**src/rtl/sr_latch_driver.sv**
```systemverilog
// sr_latch_driver
//   Drives the s/r inputs of a bank of N NOR-type SR latches. A target word
//   arrives over a valid/ready handshake. The driver works out which latches
//   need setting and which need resetting. It then issues a set pulse, a guard
//   gap, a reset pulse and a second guard gap. Empty phases are skipped. At the
//   end it checks the latch q outputs against the target.
//
// Ports
//   clk        rising-edge clock
//   rst        synchronous, active-high reset
//   req_valid  target word presented
//   req_ready  driver can accept a target word (IDLE only)
//   req_data   target latch values [N]
//   s          registered set pulses to the latch bank [N]
//   r          registered reset pulses to the latch bank [N]
//   q_fb       latch q outputs, synchronous to clk [N]
//   done       one-cycle completion pulse
//   err        with done: q_fb differed from the target at check time
//
// PULSE_CYC and GUARD_CYC must lie in 1..15 because they are loaded into
// 4-bit down-counters.
module sr_latch_driver #(
    parameter int N         = 8,
    parameter int PULSE_CYC = 2,
    parameter int GUARD_CYC = 1
) (
    input  logic         clk,
    input  logic         rst,
    input  logic         req_valid,
    output logic         req_ready,
    input  logic [N-1:0] req_data,
    output logic [N-1:0] s,
    output logic [N-1:0] r,
    input  logic [N-1:0] q_fb,
    output logic         done,
    output logic         err
);

    typedef enum logic [2:0] {
        IDLE  = 3'd0,
        SET   = 3'd1,
        SGRD  = 3'd2,
        RST   = 3'd3,
        RGRD  = 3'd4,
        CHECK = 3'd5
    } state_t;

    localparam logic [3:0] PULSE_LD = 4'(PULSE_CYC - 1);
    localparam logic [3:0] GUARD_LD = 4'(GUARD_CYC - 1);

    state_t       state, state_nx;
    logic [3:0]   cnt, cnt_nx;
    logic [N-1:0] tgt, tgt_nx;
    logic [N-1:0] set_m, set_m_nx;
    logic [N-1:0] rst_m, rst_m_nx;
    logic [N-1:0] s_nx, r_nx;
    logic         done_nx, err_nx;

    assign req_ready = (state == IDLE);

    // Next-state, next-mask and next-output logic
    always_comb begin
        state_nx = state;
        cnt_nx   = cnt;
        tgt_nx   = tgt;
        set_m_nx = set_m;
        rst_m_nx = rst_m;
        done_nx  = 1'b0;
        err_nx   = 1'b0;

        unique case (state)
            IDLE: begin
                if (req_valid) begin
                    // The masks are captured once, here. Later q_fb movement
                    // during the pulses must not change what gets driven.
                    tgt_nx   = req_data;
                    set_m_nx = req_data & ~q_fb;
                    rst_m_nx = ~req_data & q_fb;
                    if (|set_m_nx) begin
                        state_nx = SET;
                        cnt_nx   = PULSE_LD;
                    end else if (|rst_m_nx) begin
                        state_nx = RST;
                        cnt_nx   = PULSE_LD;
                    end else begin
                        state_nx = CHECK;
                    end
                end
            end
            SET: begin
                if (cnt == 4'd0) begin
                    state_nx = SGRD;
                    cnt_nx   = GUARD_LD;
                end else begin
                    cnt_nx = cnt - 4'd1;
                end
            end
            SGRD: begin
                if (cnt == 4'd0) begin
                    if (|rst_m) begin
                        state_nx = RST;
                        cnt_nx   = PULSE_LD;
                    end else begin
                        state_nx = CHECK;
                    end
                end else begin
                    cnt_nx = cnt - 4'd1;
                end
            end
            RST: begin
                if (cnt == 4'd0) begin
                    state_nx = RGRD;
                    cnt_nx   = GUARD_LD;
                end else begin
                    cnt_nx = cnt - 4'd1;
                end
            end
            RGRD: begin
                if (cnt == 4'd0) begin
                    state_nx = CHECK;
                end else begin
                    cnt_nx = cnt - 4'd1;
                end
            end
            CHECK: begin
                state_nx = IDLE;
                done_nx  = 1'b1;
                err_nx   = (q_fb != tgt);
            end
            default: begin
                state_nx = IDLE;
            end
        endcase

        // s and r are decoded from the next state so that both outputs can be
        // registered. They can only be high in SET or RST, so they are never
        // high together.
        s_nx = (state_nx == SET) ? set_m_nx : '0;
        r_nx = (state_nx == RST) ? rst_m_nx : '0;
    end

    always_ff @(posedge clk) begin
        if (rst) begin
            state <= IDLE;
            cnt   <= '0;
            tgt   <= '0;
            set_m <= '0;
            rst_m <= '0;
            s     <= '0;
            r     <= '0;
            done  <= 1'b0;
            err   <= 1'b0;
        end else begin
            state <= state_nx;
            cnt   <= cnt_nx;
            tgt   <= tgt_nx;
            set_m <= set_m_nx;
            rst_m <= rst_m_nx;
            s     <= s_nx;
            r     <= r_nx;
            done  <= done_nx;
            err   <= err_nx;
        end
    end

endmodule

```
**config.mk**
```make
export PLATFORM = sky130hd
export DESIGN_NAME = sr_latch_driver
export DESIGN_NICKNAME = d
export VERILOG_FILES = /design/src/rtl/sr_latch_driver.sv
export SDC_FILE = /design/constraint.sdc
export NUM_CORES = 1
export LEC_CHECK = 0
export BUFFER_PORTS_ARGS = -buffer_cell sky130_fd_sc_hd__buf_2
export CAP_MARGIN = 40
export CORE_MARGIN = 8
export CORE_UTILIZATION = 49
export DETAILED_ROUTE_END_ITERATION = 7
export PLACE_DENSITY_LB_ADDON = 0.12
export SKIP_CTS_REPAIR_TIMING = 1
export SLEW_MARGIN = 20
export SYNTH_ARGS = -nofsm -noshare
export SYNTH_HDL_FRONTEND = slang
export SYNTH_SLANG_ARGS = --single-unit
```
**constraint.sdc**
```tcl
create_clock -name clk -period 1.6 [get_ports clk]
set_input_delay 0.08 -clock clk [delete_from_list [all_inputs] [get_ports clk]]
set_output_delay 0.08 -clock clk [all_outputs]
set_load 0.01 [all_outputs]
```
## Yosys cells after proc, flatten, opt, wreduce, memory -nomap -nowiden

Index checks and enable logic that the tools add are counted.

- Register bits: 49
- Input bits: 19
- Logic and storage cells: 63

- Add/subtract/negate cells: 1
- Eq/ne operators: 12
- Multiplexer cells: 22
- Bitwise operators: 7
- Reductions and logical operators: 12

Operators with widths:

| kind | number |
|---|---|
| two-way mux 8 bit | 4 |
| two-way mux 4 bit | 7 |
| two-way mux 3 bit | 8 |
| OR reduction 8 bit | 3 |
| bitwise AND 8 bit | 2 |
| NOT 8 bit | 2 |
| one-hot mux 4 bit (4 select lines) | 1 |
| one-hot mux 3 bit (5 select lines) | 1 |
| == test 3 x 2 -> 1 bit (second input constant) | 3 |
| != test 8 bit | 1 |
| OR reduction 2 bit | 4 |
| == test 3 x 1 -> 1 bit (second input constant) | 2 |
| == test 3 bit (second input constant) | 2 |
| AND reduction 5 bit | 1 |
| zero test 4 bit | 1 |
| != test 2 bit (second input constant) | 2 |
| nonzero test 4 bit | 1 |
| subtractor 4 x 1 -> 4 bit (second input constant) | 1 |
| zero test 3 bit | 1 |
| != test 3 x 1 -> 1 bit (second input constant) | 1 |
| != test 3 bit (second input constant) | 1 |
| NOT 1 bit | 3 |
| AND reduction 2 bit | 1 |
| two-way mux 1 bit | 1 |

## Longest topological paths before layout

- Depth after elaboration: 10
- Mapped depth: 7
- Mapped depth without buffers: 7

## Worst setup path before layout

OpenSTA, ideal clock, no wires.

- Path kind: reg2reg
- From: register cnt[0]
- To: register cnt[1]
- Library setup time: 121 ps
- Arrival time: 1,599 ps
- Path slack: -119 ps
- Stages on the path, launching flop included: 8
- Cell sequence: dfxtp_1 -> inv_1 -> ha_1 -> nor3b_2 -> nand4_1 -> nand3_1 -> a21o_1 -> mux2_2

- Word-level cells in the longest chain between the ends: 3

RTL lines:

| item | line | source |
|---|---|---|
| start, declared | 52 | `logic [3:0] cnt, cnt_nx;` |
| start signal, assigned | 155 | `cnt <= cnt_nx;` |
| subtractor 4 x 1 -> 4 bit or zero test 4 bit (tied branches) | - |  |
| two-way mux 4 bit (tied with other cells) | 119 | `if (cnt == 4'd0) begin` |
| one-hot mux 4 bit (4 select lines) or AND reduction 5 bit (tied branches) | - |  |

Parallel ways exist; a longest one is shown, timed or not. The select of a mux whose other input is x is not followed.
A chain may end at the register's enable or synchronous reset.

## Final worst setup path

- From: register cnt[0]
- To: register s[3]

- Word-level cells in the longest chain between the ends: 6

RTL lines:

| item | line | source |
|---|---|---|
| zero test 4 bit (*) | - |  |
| two-way mux 3 bit, on equally long branches | - |  |
| one-hot mux 3 bit (5 select lines) (*) | 71 | `unique case (state)` |
| == test 3 x 1 -> 1 bit (*) | 138 | `s_nx = (state_nx == SET) ? set_m_nx : '0;` |
| NOT 1 bit (no source line) (*) | - |  |
| OR reduction 2 bit (no source line) (*) | - |  |
| end signal, assigned | 159 | `s <= s_nx;` |
| end, declared | 32 | `output logic [N-1:0] s,` |

Every way passes the cells marked *; elsewhere a longest branch is shown, timed or not.

==> results.cfg <==
[run_status]
status = complete, but fails checks
violations = negative setup slack

[clocking]
cts_made_buffers = 5
cts-root-buf = clkbuf_8
cts_buffer_depth = 2
clk_pin_slew_ns = 0.09
htree_levels = 2
cts_tree = built
clock_latency_ns = 0.30
cts.sinks = 49

[sta]
drv_slew = 0
setup_viol = 21
slew_headroom_pct = 72.95
fin_skew_ns = 0.003653
fin_crit_ns = 1.716
finalHoldViolCount = 0
rsz0062_at_grt = yes
worst_slew_pin_slew_ns = 0.4020
max_freq_mhz = 582.8
min_period_over_period_pct = 107.2
setup_ws_ns = -0.1158

[finish]
seq_area_sq_um = 985.9
n_antenna_cell = 0
final_common_cell = dfxtp_1
fin_nets = 324
final_cells = 356
mostFrequentLayoutCells = dfxtp_1 (45), nor2_1 (43), buf_2 (37)
drive_gt1_share_pct = 34.87
fillers = 384
multi_input_area_sq_mm = 0.001182
syn_to_final_growth_pct = 28.78

[placed_design]
place_congestion = 0.7919
dpl.cell_count = 347
dp_hpwl_mm = 3.829
dp_worst_setup_slack_ns = -0.1329
numPortBuffers = 37

[power_and_ir_drop]
p_per_area_mw_per_mm2 = 1832
ir_drop_mv = 0.8668
leakagePower_nw = 1.163

[setup_path]
cp_slowest_cell = dfxtp_2
crit_chain = inv_2, ha_4, nor3b_4, a21oi_1, a311oi_2, buf_4, nand3b_4, nor2_1
endpoint_kind = register
slowest_delay_ns = 0.33
critPathMaxFanout = 8
worstPathRequired_ns = 1.79
critPathKind = register to register
cp-start-kind = register
worstPathArrival_ns = 1.91

[logic_synthesis]
synth.cell_area_sq_mm = 0.002135
synthAdderAreaFrac_pct = 1.172
yosys-mux-area-fraction_pct = 0.9965
syn_area_per_cell_sq_um = 8.784
synth_top_area_share_pct = 45.96
yosys_warnings = 0
yosysTopAreaCell = dfxtp_1
synth_compound_area_share_pct = 14.42
ys.flop_type = dfxtp_1
synth.ff_latch_count = 49
ys_async_sr_fraction_pct = 0
synth-xor-area-share_pct = 3.283
synth_top_family_by_area = simple AND/OR/NAND/NOR gates
yosys-top-cells-area = dfxtp_1 (46%), nor2_1 (8.1%), a21oi_1 (6.6%)
ys_seq_area_share_pct = 45.96
syn_inst = 243
ys_types = 43
yosys.area_share.simple_pct = 29.48
synth_edf_count = 0
syn_nets = 264

[grt]
grt_pass1_vias = 1894
grt_pass1_wl_mm = 8.535
antenna_found_initial = 0
grt.total_usage_pct = 16.38
grt_max_degree = 41
grt.overflow.total = 0

[drt]
drt_iter0_markers = 56
wire_per_inst_um = 14.36
dr.pass1.iters = 4
ant_nets = 0
dr_total_vias = 1816
wl_mm = 5.111
drc = 0
post_drt_via_cell_ratio = 5.101

[floorplanning]
num_rows = 24
boundaryPins = 38
die_h_um = 82
dieArea_sq_mm = 0.006724
core-area_sq_mm = 0.004264
start_util_pct = 50.06
die_x_um = 82

[worst_hold_path]
min_path_type = primary input to register

[job]
max_cap_viol_count = 0
state kept, by name, summed over array words and instances, names as in the netlist:
register / count
s: 8
done: 1
r: 8
rst_m: 8
state: 3
err: 1
tgt: 8
cnt: 4
set_m: 8
final cells by class:
cell class                      instances  share of cell area, %
Sequential cell                        49                  35.87
Timing Repair Buffer                   63                  14.88
Clock inverter                          1                 0.2731
Multi-Input combinational cell        178                  43.01
Tap cell                               52                  2.367
Clock buffer                            7                  2.777
Inverter                                6                 0.8193
synthesized netlist by cell type (all sizes together) (2+ instances only):
library cell and count:
dfxtp 49, nor2 46, a21oi 28, nand2 21
nand2b 17, nor3 13, xor2 8, clkbuf 6
inv 6, nand4 5, nor4 5, buf 4
a211oi 3, a21o 2, a2bb2oi 2, a31oi 2
ha 2, nand3b 2, nor2b 2, nor3b 2
o21ai 2, o32ai 2
per-stage QoR:
stage                     util (%)  hold slack (ns)  TNS [ns]  instance area, sq um  total power [mW]
after floorplan                  -           0.2160   -0.2274                  2172             3.210
after detailed placement     59.98           0.3470    -1.893                  2557             4.027
after global routing         64.47          0.03434    -3.897                  2749             5.401
after global placement       59.98           0.3417    -1.010                  2557             4.010
final                        64.47          0.02785    -1.760                  2749             5.035
after CTS                    61.94          0.02519    -2.558                  2641             4.729
worst max-delay path: cells and delay by family, from the launching register on:
family	cells	cell delay [ns]
buffers and inverters	2	0.24
AO/OA/AOI/OAI	2	0.39
flip-flops	1	0.33
AND/OR/NAND/NOR	3	0.53
adder cells (fa/ha/maj)	1	0.13
cell families (layout without fill, tap and decap cells):
family	Yosys count	after routing
compound gates	47	47
xor+xnor	8	8
fa+ha+maj	2	2
buf+inv	16	77
flops	49	49
mux	2	2
simple gates	119	119
power by group:
group / total, mW / switching (mW) / internal [mW]
combinational: 2.74 / 1.41 / 1.33
clock: 0.701 / 0.392 / 0.310
sequential: 1.60 / 0.164 / 1.43
path summary, 6_finish.rpt:
path,from,slack [ns],endpoint,cells past startpoint
min,req_data[2],0.03,tgt[2]$_SDFFE_PP0P_,3
max,cnt[0]$_SDFFE_PP0P_,-0.12,s[3]$_SDFF_PP0_,8
min reg2reg,tgt[2]$_SDFFE_PP0P_,0.47,tgt[2]$_SDFFE_PP0P_,2
max reg2reg,cnt[0]$_SDFFE_PP0P_,-0.12,s[3]$_SDFF_PP0_,8
layer usage:
metal  track usage (%)  part of all wire, %
met1             18.64                   45
met4             5.965                  1.6
met5                 0                    0
met2             28.02                   48
met3             5.252                  5.0
Note: power is estimated with default switching activity, not from simulation.
